File: config.mk
export PLATFORM = sky130hd
export DESIGN_NAME = controle_reabastecimento
export DESIGN_NICKNAME = d
export VERILOG_FILES = /design/src/rtl/controle_reabastecimento_pkg.sv /design/src/rtl/bin_para_bcd.sv /design/src/rtl/controle_reabastecimento.sv
export SDC_FILE = /design/constraint.sdc
export NUM_CORES = 1
export LEC_CHECK = 0
export ABC_AREA = 1
export BUFFER_PORTS_ARGS = -buffer_cell sky130_fd_sc_hd__buf_2
export CORE_MARGIN = 2
export CORE_UTILIZATION = 62
export DETAILED_ROUTE_END_ITERATION = 12
export PLACE_DENSITY = 0.81
export RECOVER_POWER = 100
export SLEW_MARGIN = 5
export SYNTH_ARGS = -nofsm -noshare
export SYNTH_HDL_FRONTEND = slang
export SYNTH_HIERARCHICAL = 1
export SYNTH_SLANG_ARGS = --single-unit
export TNS_END_PERCENT = 5
File: constraint.sdc
create_clock -name i_clk -period 5.5 [get_ports i_clk]
set_clock_uncertainty 0.15 [all_clocks]
set_input_delay 1.375 -clock i_clk [delete_from_list [all_inputs] [get_ports i_clk]]
set_output_delay 1.375 -clock i_clk [all_outputs]
set_load 0.02 [all_outputs]
File: src/rtl/controle_reabastecimento_pkg.sv
// Shared encodings, widths and default constants for the cork refill scheduler
// and its BCD display helper.
package controle_reabastecimento_pkg;

  localparam int CNT_W   = 7;
  localparam int BCD_W   = 4;
  localparam int CNT_MAX = 99;

  localparam int TRAY_INIT_DEF   = 20;
  localparam int LOW_LEVEL_DEF   = 5;
  localparam int STOCK_INIT_DEF  = 60;
  localparam int REFILL_QTY_DEF  = 20;
  localparam int ACK_TIMEOUT_DEF = 4095;

  typedef enum logic [2:0] {
    ST_IDLE      = 3'd0,
    ST_REQ       = 3'd1,
    ST_XFER      = 3'd2,
    ST_FAULT     = 3'd3,
    ST_EXHAUSTED = 3'd4
  } estado_t;

  function automatic logic [CNT_W-1:0] min_cnt(input logic [CNT_W-1:0] a,
                                                input logic [CNT_W-1:0] b);
    return (a < b) ? a : b;
  endfunction

endpackage

File: src/rtl/bin_para_bcd.sv
// Combinational 7-bit binary to two BCD digits (double-dabble).
// Inputs are expected to stay at or below 99; the hundreds carry is dropped.
module bin_para_bcd
  import controle_reabastecimento_pkg::*;
(
  input  logic [CNT_W-1:0] i_bin,
  output logic [BCD_W-1:0] o_tens,
  output logic [BCD_W-1:0] o_units
);

  logic [BCD_W-1:0] w_tens;
  logic [BCD_W-1:0] w_units;

  always_comb begin
    w_tens  = '0;
    w_units = '0;
    for (int i = CNT_W - 1; i >= 0; i--) begin
      if (w_tens >= 4'd5)  w_tens  = w_tens + 4'd3;
      if (w_units >= 4'd5) w_units = w_units + 4'd3;
      w_tens  = {w_tens[2:0], w_units[3]};
      w_units = {w_units[2:0], i_bin[i]};
    end
  end

  assign o_tens  = w_tens;
  assign o_units = w_units;

endmodule

File: src/rtl/controle_reabastecimento.sv
// Cork supply refill scheduler: tracks tray and dispenser stock, runs the
// req/ack refill handshake and holds production when supply is exhausted.
//
// state      | meaning
// IDLE       | counting bottles, watching for low tray
// REQ        | disp_req high, ack timeout running
// XFER       | apply one refill, wait for ack to drop
// FAULT      | dispenser never acked; alarm + hold until reset/disable
// EXHAUSTED  | tray empty and no stock left; alarm until reset/disable
module controle_reabastecimento
  import controle_reabastecimento_pkg::*;
#(
  parameter int TRAY_INIT   = TRAY_INIT_DEF,
  parameter int STOCK_INIT  = STOCK_INIT_DEF,
  parameter int REFILL_QTY  = REFILL_QTY_DEF,
  parameter int LOW_LEVEL   = LOW_LEVEL_DEF,
  parameter int ACK_TIMEOUT = ACK_TIMEOUT_DEF
) (
  input  logic             i_clk,
  input  logic             i_reset,
  input  logic             i_enable,
  input  logic             i_gp,
  input  logic             i_disp_ack,
  output logic             o_disp_req,
  output logic             o_hold_prod,
  output logic             o_alarm,
  output logic             o_cr,
  output logic             o_bz,
  output logic [BCD_W-1:0] o_tray_units,
  output logic [BCD_W-1:0] o_tray_tens,
  output logic             o_stock_empty
);

  localparam int TMR_W = $clog2(ACK_TIMEOUT + 1);

  localparam logic [CNT_W-1:0] C_TRAY_INIT  = CNT_W'(TRAY_INIT);
  localparam logic [CNT_W-1:0] C_STOCK_INIT = CNT_W'(STOCK_INIT);
  localparam logic [CNT_W-1:0] C_REFILL     = CNT_W'(REFILL_QTY);
  localparam logic [CNT_W-1:0] C_LOW        = CNT_W'(LOW_LEVEL);
  localparam logic [CNT_W-1:0] C_MAX        = CNT_W'(CNT_MAX);
  localparam logic [CNT_W:0]   C_MAX_EXT    = (CNT_W + 1)'(CNT_MAX);
  // Loaded with one less so REQ lasts exactly ACK_TIMEOUT cycles.
  localparam logic [TMR_W-1:0] C_TMR_LOAD   = TMR_W'(ACK_TIMEOUT - 1);

  estado_t          r_state;
  logic [CNT_W-1:0] r_tray;
  logic [CNT_W-1:0] r_stock;
  logic [TMR_W-1:0] r_timer;
  logic             r_xfer_done;
  logic             r_disp_req;
  logic             r_alarm;

  logic             w_cr;
  logic             w_bz;
  logic             w_stock_empty;
  logic [CNT_W-1:0] w_tray_dec;
  logic [CNT_W-1:0] w_q;
  logic [CNT_W:0]   w_sum;
  logic [CNT_W-1:0] w_tray_fill;

  assign w_cr          = (r_tray <= C_LOW);
  assign w_bz          = (r_tray == '0);
  assign w_stock_empty = (r_stock == '0);

  assign w_tray_dec  = (i_gp && !w_bz) ? (r_tray - CNT_W'(1)) : r_tray;
  assign w_q         = min_cnt(C_REFILL, r_stock);
  assign w_sum       = {1'b0, w_tray_dec} + {1'b0, w_q};
  assign w_tray_fill = (w_sum > C_MAX_EXT) ? C_MAX : w_sum[CNT_W-1:0];

  always_ff @(posedge i_clk or negedge i_reset) begin
    if (!i_reset) begin
      r_state     <= ST_IDLE;
      r_tray      <= C_TRAY_INIT;
      r_stock     <= C_STOCK_INIT;
      r_timer     <= '0;
      r_xfer_done <= 1'b0;
      r_disp_req  <= 1'b0;
      r_alarm     <= 1'b0;
    end else if (!i_enable) begin
      r_state     <= ST_IDLE;
      r_tray      <= C_TRAY_INIT;
      r_stock     <= C_STOCK_INIT;
      r_timer     <= '0;
      r_xfer_done <= 1'b0;
      r_disp_req  <= 1'b0;
      r_alarm     <= 1'b0;
    end else begin
      r_tray <= w_tray_dec;
      case (r_state)
        ST_IDLE: begin
          if (w_cr && !w_stock_empty) begin
            r_state    <= ST_REQ;
            r_disp_req <= 1'b1;
            r_timer    <= C_TMR_LOAD;
          end else if (w_bz && w_stock_empty) begin
            r_state <= ST_EXHAUSTED;
            r_alarm <= 1'b1;
          end
        end
        ST_REQ: begin
          if (i_disp_ack) begin
            r_state     <= ST_XFER;
            r_disp_req  <= 1'b0;
            r_xfer_done <= 1'b0;
          end else if (r_timer == '0) begin
            r_state    <= ST_FAULT;
            r_disp_req <= 1'b0;
            r_alarm    <= 1'b1;
          end else begin
            r_timer <= r_timer - TMR_W'(1);
          end
        end
        ST_XFER: begin
          // Refill lands once, net with any bottle sealed on the same edge.
          if (!r_xfer_done) begin
            r_tray      <= w_tray_fill;
            r_stock     <= r_stock - w_q;
            r_xfer_done <= 1'b1;
          end
          if (!i_disp_ack) r_state <= ST_IDLE;
        end
        ST_FAULT, ST_EXHAUSTED: begin
          r_disp_req <= 1'b0;
          r_alarm    <= 1'b1;
        end
        default: begin
          r_state    <= ST_IDLE;
          r_disp_req <= 1'b0;
        end
      endcase
    end
  end

  bin_para_bcd u_bcd (
    .i_bin  (r_tray),
    .o_tens (o_tray_tens),
    .o_units(o_tray_units)
  );

  assign o_disp_req    = r_disp_req;
  assign o_alarm       = r_alarm;
  assign o_cr          = w_cr;
  assign o_bz          = w_bz;
  assign o_stock_empty = w_stock_empty;
  assign o_hold_prod   = w_bz || (r_state == ST_FAULT);

endmodule

## Yosys cells after proc, flatten, opt, wreduce, memory -nomap -nowiden

Cells that the tools add are included.
W data, S select, Z words.

| operators by class | value |
|---|---|
| equality and inequality tests | 21 |
| order comparisons | 8 |
| reductions and logical operators | 17 |
| add/sub/neg operators | 9 |
| mux-type cells | 40 |

Operators by type and width:

| kind | count |
|---|---|
| $mux W7 | 9 |
| $mux W12 | 4 |
| $ne A3 B3 Y1 const B | 8 |
| $pmux W12 S2 | 1 |
| $mux W3 | 7 |
| $mux W4 | 4 |
| $logic_not A7 Y1 | 2 |
| $add A4 B2 Y4 const B | 3 |
| $ge A4 B3 Y1 const B | 3 |
| $logic_not A12 Y1 | 1 |
| $pmux W3 S4 | 1 |
| $sub A12 B1 Y12 const B | 1 |
| $mux W1 | 11 |
| $add A7 B7 Y8 | 1 |
| $gt A8 B7 Y1 const B | 1 |
| $ne A4 B4 Y1 const B | 2 |
| $reduce_and A4 Y1 | 2 |
| $le A7 B3 Y1 const B | 1 |
| $lt A5 B7 Y1 const A | 1 |
| $sub A7 B1 Y7 const B | 1 |
| $sub A7 B7 Y7 | 1 |
| $eq A3 B2 Y1 const B | 2 |
| $ge A3 B3 Y1 const B | 2 |
| $ne A2 B2 Y1 const B | 3 |
| other kinds (17) | 23 |

| storage, ports and cells | value |
|---|---|
| logic and storage cells | 102 |
| bits of input ports | 5 |
| register bits | 32 |
| output and inout bits | 14 |

## Depth between registers and ports, before layout

| logic depth | value |
|---|---|
| word-level depth | 10 |
| gate-level depth with buffers | 22 |
| gate-level depth less buffers | 22 |

## Hierarchy

The synthesis kept the hierarchy.

By module, submodules not included:

| module | seq. area each (um^2) | cells each | instances | area each (um^2) |
|---|---|---|---|---|
| controle_reabastecimento | 808.3 | 334 | 1 | 2560.0 |
| bin_para_bcd | 0.0 | 88 | 1 | 489.2 |

## Worst setup path after synthesis

Ideal clock, no wire load.

| timing | value |
|---|---|
| kind | reg-to-output |
| start point | register r_tray[4] |
| end point | output port o_tray_units[2] |
| path slack | 1.131 ns |
| stages on the path, launching flop included | 20 |
| required time | 3.975 ns |
| arrival | 2.844 ns |
| buffers on the path | 0 |
| cells stage by stage | dfstp_2 ha_1 nand2_1 nand3_1 nand2_1 ha_1 nand2_1 nand3_1 nand2_2 xor2_1 ha_1 inv_1 or2_2 nand3_2 nand2_2 nand2_2 nand3_4 nand2_4 nand3_1 nand2_1 |

| on the way | value |
|---|---|
| word-level cells in the longest chain between the ends | 8 |
| elaborated cells on any way between the ends | 12 |
| those cells by class | 4 x add/sub; 4 x order compare; 4 x mux |

RTL lines:

| item | RTL line | text |
|---|---|---|
| start: declaration | controle_reabastecimento.sv:46 | `logic [CNT_W-1:0] r_tray;` |
| start signal: assignment | controle_reabastecimento.sv:88 | `r_tray <= w_tray_dec;` |
| start signal: assignment | controle_reabastecimento.sv:116 | `r_tray <= w_tray_fill;` |
| $add A3 B2 Y4 or $ge A3 B3 Y1 (tied branches) | bin_para_bcd.sv:19 | `if (w_units >= 4'd5) w_units = w_units + 4'd3;` |
| $mux W4 (*) | bin_para_bcd.sv:19 |  |
| $add A4 B2 Y4 or $ge A4 B3 Y1 (tied branches) | bin_para_bcd.sv:19 |  |
| $mux W4 (*) | bin_para_bcd.sv:19 |  |
| $ge A4 B3 Y1 or $add A4 B2 Y4 (tied branches) | bin_para_bcd.sv:19 |  |
| $mux W4 (*) | bin_para_bcd.sv:19 |  |
| $add A4 B2 Y4 or $ge A4 B3 Y1 (tied branches) | bin_para_bcd.sv:19 |  |
| $mux W4 (*) | bin_para_bcd.sv:19 |  |
| end: declaration | controle_reabastecimento.sv:29 | `output logic [BCD_W-1:0] o_tray_units,` |

Mark *: on every way between the ends. The rest lies on a longest branch, timed or not.

## Final worst setup path

| timing | value |
|---|---|
| start point | register r_tray[4] |
| end point | output port o_tray_tens[0] |

| on the way | value |
|---|---|
| word-level cells in the longest chain between the ends | 8 |
| elaborated cells on any way between the ends | 12 |
| those cells by class | 4 x add/sub; 4 x order compare; 4 x mux |

RTL lines:

| item | RTL line | text |
|---|---|---|
| $add A3 B2 Y4 or $ge A3 B3 Y1 (tied branches) | bin_para_bcd.sv:19 |  |
| $mux W4 (*) | bin_para_bcd.sv:19 |  |
| $add A4 B2 Y4 or $ge A4 B3 Y1 (tied branches) | bin_para_bcd.sv:19 |  |
| $mux W4 (*) | bin_para_bcd.sv:19 |  |
| $add A4 B2 Y4 or $ge A4 B3 Y1 (tied branches) | bin_para_bcd.sv:19 |  |
| $mux W4 (*) | bin_para_bcd.sv:19 |  |
| $add A4 B2 Y4 or $ge A4 B3 Y1 (tied branches) | bin_para_bcd.sv:19 |  |
| $mux W4 (*) | bin_para_bcd.sv:19 |  |
| end: declaration | controle_reabastecimento.sv:30 | `output logic [BCD_W-1:0] o_tray_tens,` |

Marked as above.

==> key figures <==
Status
  • Status: finished, violations left
  • Failing checks: max-capacitance violations, max-slew violations

Layout
  • Area Growth Syn to Fin: 3.73%
  • Antenna Cells: 0
  • Share of cells above drive strength 1: 15.5%
  • Final Util: 67.0%
  • Layout net count: 467
  • Final Non-Filler Cells: 512

CTS
  • Clk pin slew, worst setup/hold paths: 0.08 ns
  • CTS Buf Count: 5
  • CTS tree: done
  • Clk_lat worst skew: 0.28 ns
  • Clock sinks: 32
  • Clk root buf: clkbuf_8
  • Hold buffers post-CTS: 0
  • Post-CTS resize count: 0
  • CTS Buffer Depth: 2
  • Post-CTS Setup Repair Bufs: 0
  • Clock H-tree levels: 2

Synthesis
  • Mapped cell area: 3050 sq um
  • Synth area leaders: dfrtp_1 (21%), nand2_1 (12%), inv_1 (8.4%)
  • Syn Area/Cell: 7.23 sq um
  • Top-area cell type share of the netlist area: 21.3%
  • Synth Register Bits: 32
  • Main synth FF type: dfrtp_1
  • Post-synthesis cell count: 422
  • Synth cell types: 46
  • Synth warnings: 6
  • Post-synth EDFFs: 0
  • Async set-reset flop share out of synthesis: 100%
  • Sequential fraction of the synthesis area: 26.5%
  • Synth area leader: dfrtp_1

GRT
  • Initial antenna violation count: 0
  • Global-route wire length before repair: 10500 um
  • GR Util All Layers: 24.3%
  • Pin count of the biggest net entering global routing: 33
  • Aggregate global routing overflow: 0
  • Number of global-route vias before repair: 2516

Floorplan
  • Full die area: 5500 sq um
  • Die height: 74.1 um
  • Core Box Area: 4720 sq um
  • Die Wd: 74.1 um
  • Starting density of the core: 64.6%
  • IO Count: 19
  • Std cell rows: 25

Timing
  • Tcrit/Tclk final: 91.4%
  • Final setup fails: 0
  • Fin crit period: 5.03 ns
  • RSZ-0062 raised after global routing: false
  • Max-slew violation count: 47
  • Final WS setup: 0.473 ns
  • Setup TNS: 0 ns
  • Final Hold Fails: 0
  • Rel. slew slack: -22.1%
  • Fmax: 199 MHz
  • Hold WS: 0.349 ns
  • Worst Tran Pin Value: 1.82 ns

Setup path
  • WP buf/inv: 2
  • Worst path slowest cell: dfstp_2
  • CP max stage delay: 0.64 ns
  • Reg2Reg Capture Point: r_timer[10]$_DFFE_PN0P_
  • Crit path max fanout: 9
  • CP delay by family, top: simple AND/OR/NAND/NOR gates
  • Worst-case reg-to-reg path depth: 15
  • R2R setup slack: 1.75 ns
  • Crit. End Element: primary output
  • Setup CP Type: flop to primary output
  • Cell with the most instances on the worst path: nand2_1
  • CP Cell Sequence: ha_1, nand2_1, nand3_1, nand2_1, ha_1, nand2_1, nand3_1, nand2_1, xor2_1, ha_1, inv_1, or2_2, nand3_2, nand2_2, nand2_1, nand2_2, nand2_4, nand2_1, nand2_1, clkbuf_1
  • CP Capture Point: o_tray_tens[0]
  • Critical Path Stages: 20
  • Worst r2r src: r_timer[0]$_DFFE_PN0P_
  • Nature of the critical path startpoint: flop
  • Required @ worst endpoint: 3.97 ns
  • Crit path DAT: 3.50 ns
  • CP startpoint: r_tray[4]$_DFF_PN1_

Power and ir drop
  • Fraction of power spent switching nets: 54.7%
  • Clock power frac: 9.7%
  • PD cells: 572 nW/um^2
  • Part of the power in registers: 22.6%
  • Leakage: 1.70 nW
  • Pint: 819 uW
  • Psw: 989 uW
  • Gate power share: 67.7%
  • Peak VDD IR: 380 uV

Flow run
  • Number of max-cap violations: 2

Placed design
  • DP Wirelength: 4870 um
  • Inst Count DP: 504
  • Worst slack, placed: 0.830 ns
  • GP Congestion: 0.861
  • Buffers on Ports: 18

Worst hold path
  • HP Class: flop to flop
  • Worst hold start: r_xfer_done$_DFFE_PN0P_

Route
  • Drt initial violations: 132
  • DRT antenna net count: 0
  • Drt via density: 5.28
  • DRT Wirelength: 6080 um
  • First-pass DRT Iterations: 4
  • DRC viols: 0
  • Via count: 2701
  • Avg WL per Cell: 11.9 um
==> layout make-up <==
class | count | area [sq um]
multi-input cells | 310 | 1820
fillers | 454 | 1560
flip-flops and latches | 32 | 808
inverters | 77 | 289
well taps | 67 | 83.8
repair buffers | 18 | 77.6
clock buffers | 5 | 68.8
clock inverters | 3 | 18.8
==> registers in the layout (all words and copies together), names as in the netlist <==
name         count
r_state          3
r_tray           7
r_stock          7
r_xfer_done      1
o_disp_req       1
o_alarm          1
r_timer         12
==> cells in the final DEF, fill, tap and decap left out, types with 2 or more instances in the layout <==
master     n
dfrtp_1   26
dfstp_2    6
nor3_1     7
or2_2      2
nand2_1   97
o22ai_2    2
inv_2      8
o22ai_1   11
nand3_1   27
clkbuf_1  10
o21ai_2    3
nand2_2   14
buf_2      8
conb_1     3
nor4_1     2
inv_1     69
ha_1      17
o21ai_0   22
nand3b_1   4
nor3b_1    2
clkbuf_8   5
nand4_1    3
a21oi_1   11
nand3_2    4
nand2_4    3
o21ai_1    2
nor2_2     2
clkinv_2   2
a31oi_4    2
nor2_4     3
nor2_1    39
xor2_1    13
==> tightest hold or removal path: cells and delay by family (launching register included) <==
family,cells,cell delay [ns]
flip-flops,1,0.34
AO/OA/AOI/OAI,1,0.07
AND/OR/NAND/NOR,1,0.05
==> per-stage QoR <==
step                cell area [sq um]  total power, mW
global route                     3160             2.00
global placement                 3190             1.64
CTS                              3280             1.87
finish                           3160             1.81
detailed placement               3190             1.69
floorplan                        3050             1.44
==> metal layers <==
layer	GRT usage (%)	wire, um
met1	30.2	2790
met2	43.8	3000
met3	4.07	219
met4	6.26	70
met5	0	0
==> cells in the mapped netlist, drive strengths merged, types with 2 or more instances <==
| master | instances |
|---|---|
| o22ai | 13 |
| conb | 2 |
| nor3 | 8 |
| buf | 3 |
| nand3 | 32 |
| nand2 | 114 |
| xor2 | 13 |
| a31oi | 3 |
| o21ai | 27 |
| nor2 | 44 |
| dfrtp | 26 |
| ha | 17 |
| inv | 77 |
| nor4 | 3 |
| a21oi | 11 |
| nor3b | 2 |
| nand3b | 4 |
| nand4 | 3 |
| or2 | 3 |
| dfstp | 6 |
==> worst min path at each step <==
| stage | to | slack, ns | cells past startpoint |
|---|---|---|---|
| after floorplan | r_xfer_done$_DFFE_PN0P_ | 0.30 | 2 |
| after global placement | r_xfer_done$_DFFE_PN0P_ | 0.32 | 2 |
| after detailed placement | r_xfer_done$_DFFE_PN0P_ | 0.33 | 2 |
| after CTS | r_xfer_done$_DFFE_PN0P_ | 0.35 | 2 |
| after global routing | r_xfer_done$_DFFE_PN0P_ | 0.40 | 2 |
| final | r_xfer_done$_DFFE_PN0P_ | 0.35 | 2 |
==> logic make-up (layout without fill, tap and decap cells) <==
| group | after synthesis | after routing | share of synthesized area (%) |
|---|---|---|---|
| other | 2 | 3 | 0.246 |
| AO/OA/AOI/OAI | 62 | 62 | 16.1 |
| flip-flops | 32 | 32 | 26.5 |
| buffers and inverters | 81 | 103 | 10.6 |
| XOR/XNOR | 13 | 13 | 3.73 |
| AND/OR/NAND/NOR | 214 | 214 | 35.1 |
| adder cells (fa/ha/maj) | 18 | 18 | 7.63 |
==> power by group through the flow <==
| stage | logic (mW) | registers, mW | clock network (mW) |
|---|---|---|---|
| 6_report | 1.22 | 0.408 | 0.176 |
| 2_1_floorplan | 1.03 | 0.401 | 0 |
| 5_1_grt | 1.39 | 0.420 | 0.192 |
| 3_3_place_gp | 1.23 | 0.407 | 0 |
| 3_5_place_dp | 1.28 | 0.411 | 0 |
| 4_1_cts | 1.28 | 0.407 | 0.182 |
No activity file was read; power rests on OpenSTA's default activity.
